==> src/rtl/cardinal_run_monitor_if.sv <==
// cardinal_run_monitor_if: DMEM read bus and dump stream between the run monitor and the harness.
interface cardinal_run_monitor_if #(
  parameter int NODES   = 4,
  parameter int DATA_W  = 64,
  parameter int DADDR_W = 8
);
  localparam int NW = (NODES > 1) ? $clog2(NODES) : 1;
  logic              dmem_rd;
  logic [NW-1:0]     dmem_node;
  logic [DADDR_W-1:0] dmem_addr;
  logic [DATA_W-1:0] dmem_data;
  logic              out_valid;
  logic              out_ready;
  logic [NW-1:0]     out_node;
  logic [DADDR_W-1:0] out_addr;
  logic [DATA_W-1:0] out_data;
  modport master (
    output dmem_rd, dmem_node, dmem_addr, out_valid, out_node, out_addr, out_data,
    input  dmem_data, out_ready
  );
  modport slave (
    input  dmem_rd, dmem_node, dmem_addr, out_valid, out_node, out_addr, out_data,
    output dmem_data, out_ready
  );
endinterface

==> src/rtl/cardinal_run_monitor.sv <==
// cardinal_run_monitor: watches node instruction buses for the final NOP, drains, then dumps every DMEM.
// Optional PER_NODE_CYCLES_EN builds per-node completion-cycle latches on o_node_cycles.
module cardinal_run_monitor #(
  parameter int NODES        = 4,
  parameter int INST_W       = 32,
  parameter int DATA_W       = 64,
  parameter int DADDR_W      = 8,
  parameter int DUMP_DEPTH   = 128,
  parameter int DRAIN_CYCLES = 5,
  parameter int CYC_W        = 32,
  parameter int MAX_CYCLES   = 500
) (
  input  logic                    i_clk,
  input  logic                    i_rst_n,
  input  logic                    i_start,
  input  logic [NODES*INST_W-1:0] i_inst,
  cardinal_run_monitor_if.master  bus,
  output logic [CYC_W-1:0]        o_cycle_count,
  output logic [NODES-1:0]        o_done_mask,
  output logic                    o_timeout,
  output logic                    o_busy,
  output logic                    o_all_done,
  output logic [NODES*CYC_W-1:0]  o_node_cycles
);
  localparam int NW = (NODES > 1) ? $clog2(NODES) : 1;
  localparam int DW = $clog2(DRAIN_CYCLES + 1);
  typedef enum logic [2:0] {IDLE, RUN, DRAIN, DUMP, DONE} state_t;
  typedef struct packed {
    logic [NW-1:0]      n;
    logic [DADDR_W-1:0] a;
    logic [DATA_W-1:0]  d;
  } word_t;
  state_t             r_state;
  logic [CYC_W-1:0]   r_cnt;
  logic [NODES-1:0]   r_mask;
  logic               r_to;
  logic [DW-1:0]      r_drain;
  logic [NW-1:0]      r_rn, r_pn;
  logic [DADDR_W-1:0] r_ra, r_pa;
  logic               r_rd_end, r_pend;
  logic [1:0]         r_occ;
  word_t              r_b0, r_b1;
  logic [NODES-1:0]   w_zero, w_mask;
  logic               w_all, w_tmo, w_pop, w_issue, w_last, w_ra_end;
  logic [2:0]         w_occ;
  word_t              w_in;
  for (genvar n = 0; n < NODES; n++) begin : g_zero
    assign w_zero[n] = i_inst[n*INST_W +: INST_W] == '0;
  end
  always_comb begin
    w_mask   = r_mask | w_zero;
    w_all    = &w_mask;
    w_tmo    = r_cnt == CYC_W'(MAX_CYCLES - 1);
    w_pop    = (r_occ != 2'd0) && bus.out_ready;
    w_in     = {r_pn, r_pa, bus.dmem_data};
    // words buffered after this edge, counting the one landing now; a new read needs one free slot
    w_occ    = {1'b0, r_occ} - {2'b0, w_pop} + {2'b0, r_pend};
    w_issue  = (r_state == DUMP) && !r_rd_end && (w_occ < 3'd2);
    w_ra_end = r_ra == DADDR_W'(DUMP_DEPTH - 1);
    w_last   = w_pop && (r_b0.n == NW'(NODES - 1)) && (r_b0.a == DADDR_W'(DUMP_DEPTH - 1));
  end
  always_ff @(posedge i_clk or negedge i_rst_n) begin
    if (!i_rst_n) begin
      r_state  <= IDLE;
      r_cnt    <= '0;
      r_mask   <= '0;
      r_to     <= 1'b0;
      r_drain  <= '0;
      r_rn     <= '0;
      r_ra     <= '0;
      r_pn     <= '0;
      r_pa     <= '0;
      r_rd_end <= 1'b0;
      r_pend   <= 1'b0;
      r_occ    <= '0;
      r_b0     <= '0;
      r_b1     <= '0;
    end else begin
      r_pend <= w_issue;
      r_pn   <= r_rn;
      r_pa   <= r_ra;
      r_occ  <= w_occ[1:0];
      if (r_pend && (r_occ == 2'd0 || (w_pop && r_occ == 2'd1))) r_b0 <= w_in;
      else if (w_pop && r_occ == 2'd2) r_b0 <= r_b1;
      if (r_pend) r_b1 <= w_in;
      if (w_issue) begin
        r_ra <= w_ra_end ? '0 : r_ra + 1'b1;
        if (w_ra_end && r_rn == NW'(NODES - 1)) r_rd_end <= 1'b1;
        else if (w_ra_end) r_rn <= r_rn + 1'b1;
      end
      case (r_state)
        IDLE, DONE: if (i_start) begin
          r_state  <= RUN;
          r_cnt    <= '0;
          r_mask   <= '0;
          r_to     <= 1'b0;
          r_rn     <= '0;
          r_ra     <= '0;
          r_rd_end <= 1'b0;
        end
        RUN: begin
          r_mask <= w_mask;
          if (w_all || w_tmo) begin
            r_state <= DRAIN;
            r_to    <= !w_all;
            r_drain <= '0;
          end else r_cnt <= r_cnt + 1'b1;
        end
        DRAIN: begin
          r_drain <= r_drain + 1'b1;
          if (r_drain == DW'(DRAIN_CYCLES - 1)) r_state <= DUMP;
        end
        DUMP: if (w_last) r_state <= DONE;
        default: r_state <= IDLE;
      endcase
    end
  end
`ifdef PER_NODE_CYCLES_EN
  logic [NODES*CYC_W-1:0] r_nc;
  always_ff @(posedge i_clk or negedge i_rst_n) begin
    if (!i_rst_n) r_nc <= '0;
    else if ((r_state == IDLE || r_state == DONE) && i_start) r_nc <= '0;
    else if (r_state == RUN)
      for (int k = 0; k < NODES; k++)
        if (w_zero[k] && !r_mask[k]) r_nc[k*CYC_W +: CYC_W] <= r_cnt;
  end
  assign o_node_cycles = r_nc;
`else
  assign o_node_cycles = '0;
`endif
  assign bus.dmem_rd   = w_issue;
  assign bus.dmem_node = w_issue ? r_rn : '0;
  assign bus.dmem_addr = w_issue ? r_ra : '0;
  assign bus.out_valid = r_occ != 2'd0;
  assign bus.out_node  = r_b0.n;
  assign bus.out_addr  = r_b0.a;
  assign bus.out_data  = r_b0.d;
  assign o_cycle_count = r_cnt;
  assign o_done_mask   = r_mask;
  assign o_timeout     = r_to;
  assign o_busy        = r_state inside {RUN, DRAIN, DUMP};
  assign o_all_done    = r_state == DONE;
endmodule

==> src/flat_wrapper.sv <==
// flat-port wrapper written by rule: the top's interface ports become plain ports
module cardinal_run_monitor_flat 
#(
  parameter int NODES        = 4,
  parameter int INST_W       = 32,
  parameter int DATA_W       = 64,
  parameter int DADDR_W      = 8,
  parameter int DUMP_DEPTH   = 128,
  parameter int DRAIN_CYCLES = 5,
  parameter int CYC_W        = 32,
  parameter int MAX_CYCLES   = 500
)
  (i_clk, i_rst_n, i_start, i_inst, o_cycle_count, o_done_mask, o_timeout, o_busy, o_all_done, o_node_cycles, bus_dmem_rd, bus_dmem_node, bus_dmem_addr, bus_out_valid, bus_out_node, bus_out_addr, bus_out_data, bus_dmem_data, bus_out_ready);
  cardinal_run_monitor_if #(.NODES(NODES), .DATA_W(DATA_W), .DADDR_W(DADDR_W)) bus_i ();
  input  logic i_clk;
  input  logic i_rst_n;
  input  logic i_start;
  input  logic [NODES*INST_W-1:0] i_inst;
  output logic [CYC_W-1:0] o_cycle_count;
  output logic [NODES-1:0] o_done_mask;
  output logic o_timeout;
  output logic o_busy;
  output logic o_all_done;
  output logic [NODES*CYC_W-1:0] o_node_cycles;
  output wire logic [$bits(bus_i.dmem_rd)-1:0] bus_dmem_rd;
  output wire logic [$bits(bus_i.dmem_node)-1:0] bus_dmem_node;
  output wire logic [$bits(bus_i.dmem_addr)-1:0] bus_dmem_addr;
  output wire logic [$bits(bus_i.out_valid)-1:0] bus_out_valid;
  output wire logic [$bits(bus_i.out_node)-1:0] bus_out_node;
  output wire logic [$bits(bus_i.out_addr)-1:0] bus_out_addr;
  output wire logic [$bits(bus_i.out_data)-1:0] bus_out_data;
  input wire logic [$bits(bus_i.dmem_data)-1:0] bus_dmem_data;
  input wire logic [$bits(bus_i.out_ready)-1:0] bus_out_ready;
  assign bus_dmem_rd = bus_i.dmem_rd;
  assign bus_dmem_node = bus_i.dmem_node;
  assign bus_dmem_addr = bus_i.dmem_addr;
  assign bus_out_valid = bus_i.out_valid;
  assign bus_out_node = bus_i.out_node;
  assign bus_out_addr = bus_i.out_addr;
  assign bus_out_data = bus_i.out_data;
  assign bus_i.dmem_data = bus_dmem_data;
  assign bus_i.out_ready = bus_out_ready;
  cardinal_run_monitor #(.NODES(NODES), .INST_W(INST_W), .DATA_W(DATA_W), .DADDR_W(DADDR_W), .DUMP_DEPTH(DUMP_DEPTH), .DRAIN_CYCLES(DRAIN_CYCLES), .CYC_W(CYC_W), .MAX_CYCLES(MAX_CYCLES)) u_core (.i_clk(i_clk), .i_rst_n(i_rst_n), .i_start(i_start), .i_inst(i_inst), .bus(bus_i), .o_cycle_count(o_cycle_count), .o_done_mask(o_done_mask), .o_timeout(o_timeout), .o_busy(o_busy), .o_all_done(o_all_done), .o_node_cycles(o_node_cycles));
endmodule
==> config.mk <==
export PLATFORM = sky130hd
export DESIGN_NAME = cardinal_run_monitor_flat
export DESIGN_NICKNAME = d
export VERILOG_FILES = /design/src/rtl/cardinal_run_monitor_if.sv /design/src/rtl/cardinal_run_monitor.sv /design/src/flat_wrapper.sv
export SDC_FILE = /design/constraint.sdc
export NUM_CORES = 1
export LEC_CHECK = 0
export ABC_AREA = 1
export BUFFER_PORTS_ARGS = -buffer_cell sky130_fd_sc_hd__buf_4
export CELL_PAD_IN_SITES_DETAIL_PLACEMENT = 2
export CELL_PAD_IN_SITES_GLOBAL_PLACEMENT = 2
export CORE_MARGIN = 2
export CORE_UTILIZATION = 27
export DETAILED_ROUTE_END_ITERATION = 10
export PLACE_DENSITY_LB_ADDON = 0.1
export SYNTH_ARGS = -nofsm -noshare
export SYNTH_HDL_FRONTEND = slang
export SYNTH_SLANG_ARGS = --single-unit
==> constraint.sdc <==
create_clock -name i_clk -period 2.9 [get_ports i_clk]
set_input_delay 0.145 -clock i_clk [delete_from_list [all_inputs] [get_ports i_clk]]
set_output_delay 0.145 -clock i_clk [all_outputs]
set_load 0.02 [all_outputs]
==> metrics.yaml <==
run_status:
  status: "finished with violations"
  violations: "negative setup slack"
floorplan:
  core_area_um2: 41900
  die_y_um: 210
  io_pins: 449
  initial_core_util_pct: 27.3
  fp.dieArea_um2: 44100
  rows: 75
  die_x_um: 210
clock_tree:
  cts_tree: "built"
  insertion_delay_ns: 0.55
  clkTransAtPathRegs_ns: 0.06
  cts_root_buf: "clkbuf_16"
  htreeDepth: 1
  clk_path_buf_depth: 3
  cts_made_buffers: 28
  clock-sinks: 215
detailed_routing:
  drtAntennaViolNets: 0
  num_vias: 10907
  wl_per_cell_um: 17.8
  drt_iter0_drc: 471
  vias_per_cell: 4.56
  first_pass_iters: 4
  routed_wl_um: 42600
  drc_errors: 0
layout:
  nets: 2040
  areaGrowthSynthToFinish_pct: 38.4
  multiInputGateArea_um2: 4940
  fin_util_pct: 37.8
  final_area_um2: 15900
  register_area_um2: 5380
  n_antenna_cell: 0
  drive_gt1_share_pct: 23.4
  fill_cells: 4806
  layoutNonFillerInstCount: 2394
place:
  place_ws_ns: 0.0498
  dpl.hpwl_um: 30400
  io_buffers: 320
  placed_cell_area_um2: 14000
  placed_cells: 2264
  gp_congestion: 0.784
global_route:
  use_met3_pct: 4.02
  antenna_found_initial: 0
  grtUsageTotal_pct: 19.2
  use_met1_pct: 23.5
  grt_pass1_vias: 12028
  grt_max_degree: 93
  grt.busiest_layer: "met2"
  met2_usage_pct: 35.0
  gr-total-overflow: 0
  grt_pass1_wl_um: 67700
yosys:
  yosysTopAreaCellShare_pct: 47.0
  ys.warnings.count: 0
  synth.most_common_cell: "nand2_1"
  synth_xor_area_share_pct: 0.765
  synth_edf_count: 0
  synth-simple-area-share_pct: 25.9
  synth_cells: 1451
  synth_top_family_by_area: "simple AND/OR/NAND/NOR gates"
  ys.flop_type: "dfrtp_1"
  synth.distinct_cells: 36
  synth-compound-area-share_pct: 10.2
  synth-async-reset-ratio_pct: 100
  syn_area_per_cell_um2: 7.89
  muxShareOfSynthArea_pct: 0
  yosys.area_share.adder_pct: 0.940
  netlist_area_um2: 11500
  synth_top_area_cell: "dfrtp_1"
  yosys_register_bits: 215
  netlist_top_cells_area: "dfrtp_1 (47%), nand2_1 (11%), buf_4 (8.4%)"
  synth_common_cells: "nand2_1 (339), dfrtp_1 (215), nor2_1 (159), inv_1 (137), nand3_1 (131)"
  seq_area_frac_synth_pct: 47.0
critical_path:
  cp_num_cells: 10
  cp.buffers_inverters: 3
  worst_path_max_delay_cell: "fa_1"
  crit_arrival_ns: 2.84
  cp_cell_sequence: "o21a_1 -> ha_1 -> inv_1 -> ha_2 -> fa_1 -> nor2_2 -> nand4_4 -> buf_8 -> nor2_4 -> buf_6"
  r2r_cells: 13
  cp_top_family: "adder cells"
  worstSetupPathType: "reg -> out"
  max_stage_delay_ns: 0.48
  cp.required_ns: 2.76
  critPathLaunchType: "register"
  critPathMaxFanout: 5
  critical_path.endpoint_type: "output port"
worst_hold_path:
  hold_depth: 8
  hold_class: "in -> reg"
power_and_ir_drop:
  fin_total_pwr_mw: 13.8
  ir_worst_vdd_mv: 0.491
  powerDensity_nw_per_um2: 868
  p_leak_nw: 7.54
sta:
  grt_setup_unrepaired: "yes"
  min_period_ns: 2.98
  timing.hold.ws_ns: 0.0974
  finalSetupViolCount: 11
  max_slew_margin_pct: 37.1
  fin_tns_setup_ns: -0.694
  max_freq_ghz: 0.335
  tightest_slew_ns: 0.944
  fin_ws_ns: -0.0807
  fin_crit_sh_pct: 103
  drv_slew: 0
  clock_skew_ns: 0.00902
  hold_viol: 0
flow_run:
  cap_violations: 0
sequential cells by signal, indices dropped and copies added (netlist names):
signal	cells
u_core.bus.out_addr	8
u_core.bus.out_data	64
u_core.bus.out_node	2
u_core.o_cycle_count	32
u_core.o_done_mask	4
u_core.o_timeout	1
u_core.r_b1	74
u_core.r_drain	3
u_core.r_occ	2
u_core.r_pa	8
u_core.r_pend	1
u_core.r_pn	2
u_core.r_ra	8
u_core.r_rd_end	1
u_core.r_rn	2
u_core.r_state	3
repair_timing:
action,4_1_cts,5_1_grt
hold buffers,66,0
hold endpoints to repair,202,0
setup endpoints to repair,11,14
gates cloned,1,0
pin swaps,6,9
resized for setup,40,10
buffers inserted,6,9
metal layers:
layer,up-vias,routed length (um)
li1,5212,-
met1,5394,17700
met2,266,22000
met3,35,2410
met4,0,514
met5,-,0
layout make-up:
cell class              count  area share, %
repair buffers            418           21.6
inverters                 137           3.26
well taps                 539           4.25
clock inverters            10          0.702
multi-input cells        1036           31.2
flip-flops and latches    215           34.0
clock buffers              39           5.06
cells by family (layout without fill, tap and decap cells):
kind of cell | after synthesis | count (layout)
buffers and inverters | 327 | 604
AND/OR/NAND/NOR | 698 | 698
adder cells (fa/ha/maj) | 8 | 8
other | 1 | 128
XOR/XNOR | 10 | 10
AO/OA/AOI/OAI | 192 | 192
flip-flops | 215 | 215
layout by cell type (no fill, tap or decap), types with 7 or more instances in the layout:
master and n:
dfrtp_1 214, nor2_1 147, o211ai_1 75, a21oi_1 20
dlygate4sd3_1 66, clkbuf_16 28, buf_6 14, o21ai_0 85
buf_4 332, xor2_1 10, nand4_1 13, conb_1 128
clkinv_2 7, nor2_4 12, nor3_1 28, nand3_1 130
nand2_1 339, inv_1 135
power breakdown:
part | switching (mW) | internal, mW
Clock | 1.37 | 2.09
Sequential | 0.565 | 4.15
Combinational | 3.51 | 2.09
Total | 5.44 | 8.33
final timing paths:
| path | start | to | slack, ns |
|---|---|---|---|
| worst min register to register | u_core.r_ra[5] | u_core.r_pa[5] | 0.42 |
| worst max-delay path | u_core.r_occ[1] | bus_dmem_addr[0] | -0.08 |
| worst max register to register | u_core.r_occ[1] | u_core.r_rn[0] | 0.04 |
| worst min-delay path | i_inst[64] | u_core.o_done_mask[2] | 0.1 |
| max in group asynchronous | i_rst_n | u_core.o_cycle_count[11] | 1.86 |
| min in group asynchronous | i_rst_n | u_core.bus.out_data[9] | 0.17 |
worst reg2reg max path: stages (launching register included):
cell and delay [ns]:
dfrtp_1 0.38, o21a_1 0.20, ha_1 0.27, inv_1 0.04
ha_2 0.16, fa_1 0.48, nor2_2 0.15, nand4_4 0.17
buf_6 0.18, buf_6 0.12, nor3_4 0.11, nand4_1 0.21
nor2_1 0.18, nor3b_2 0.06
(Power assumes the default switching activity.)
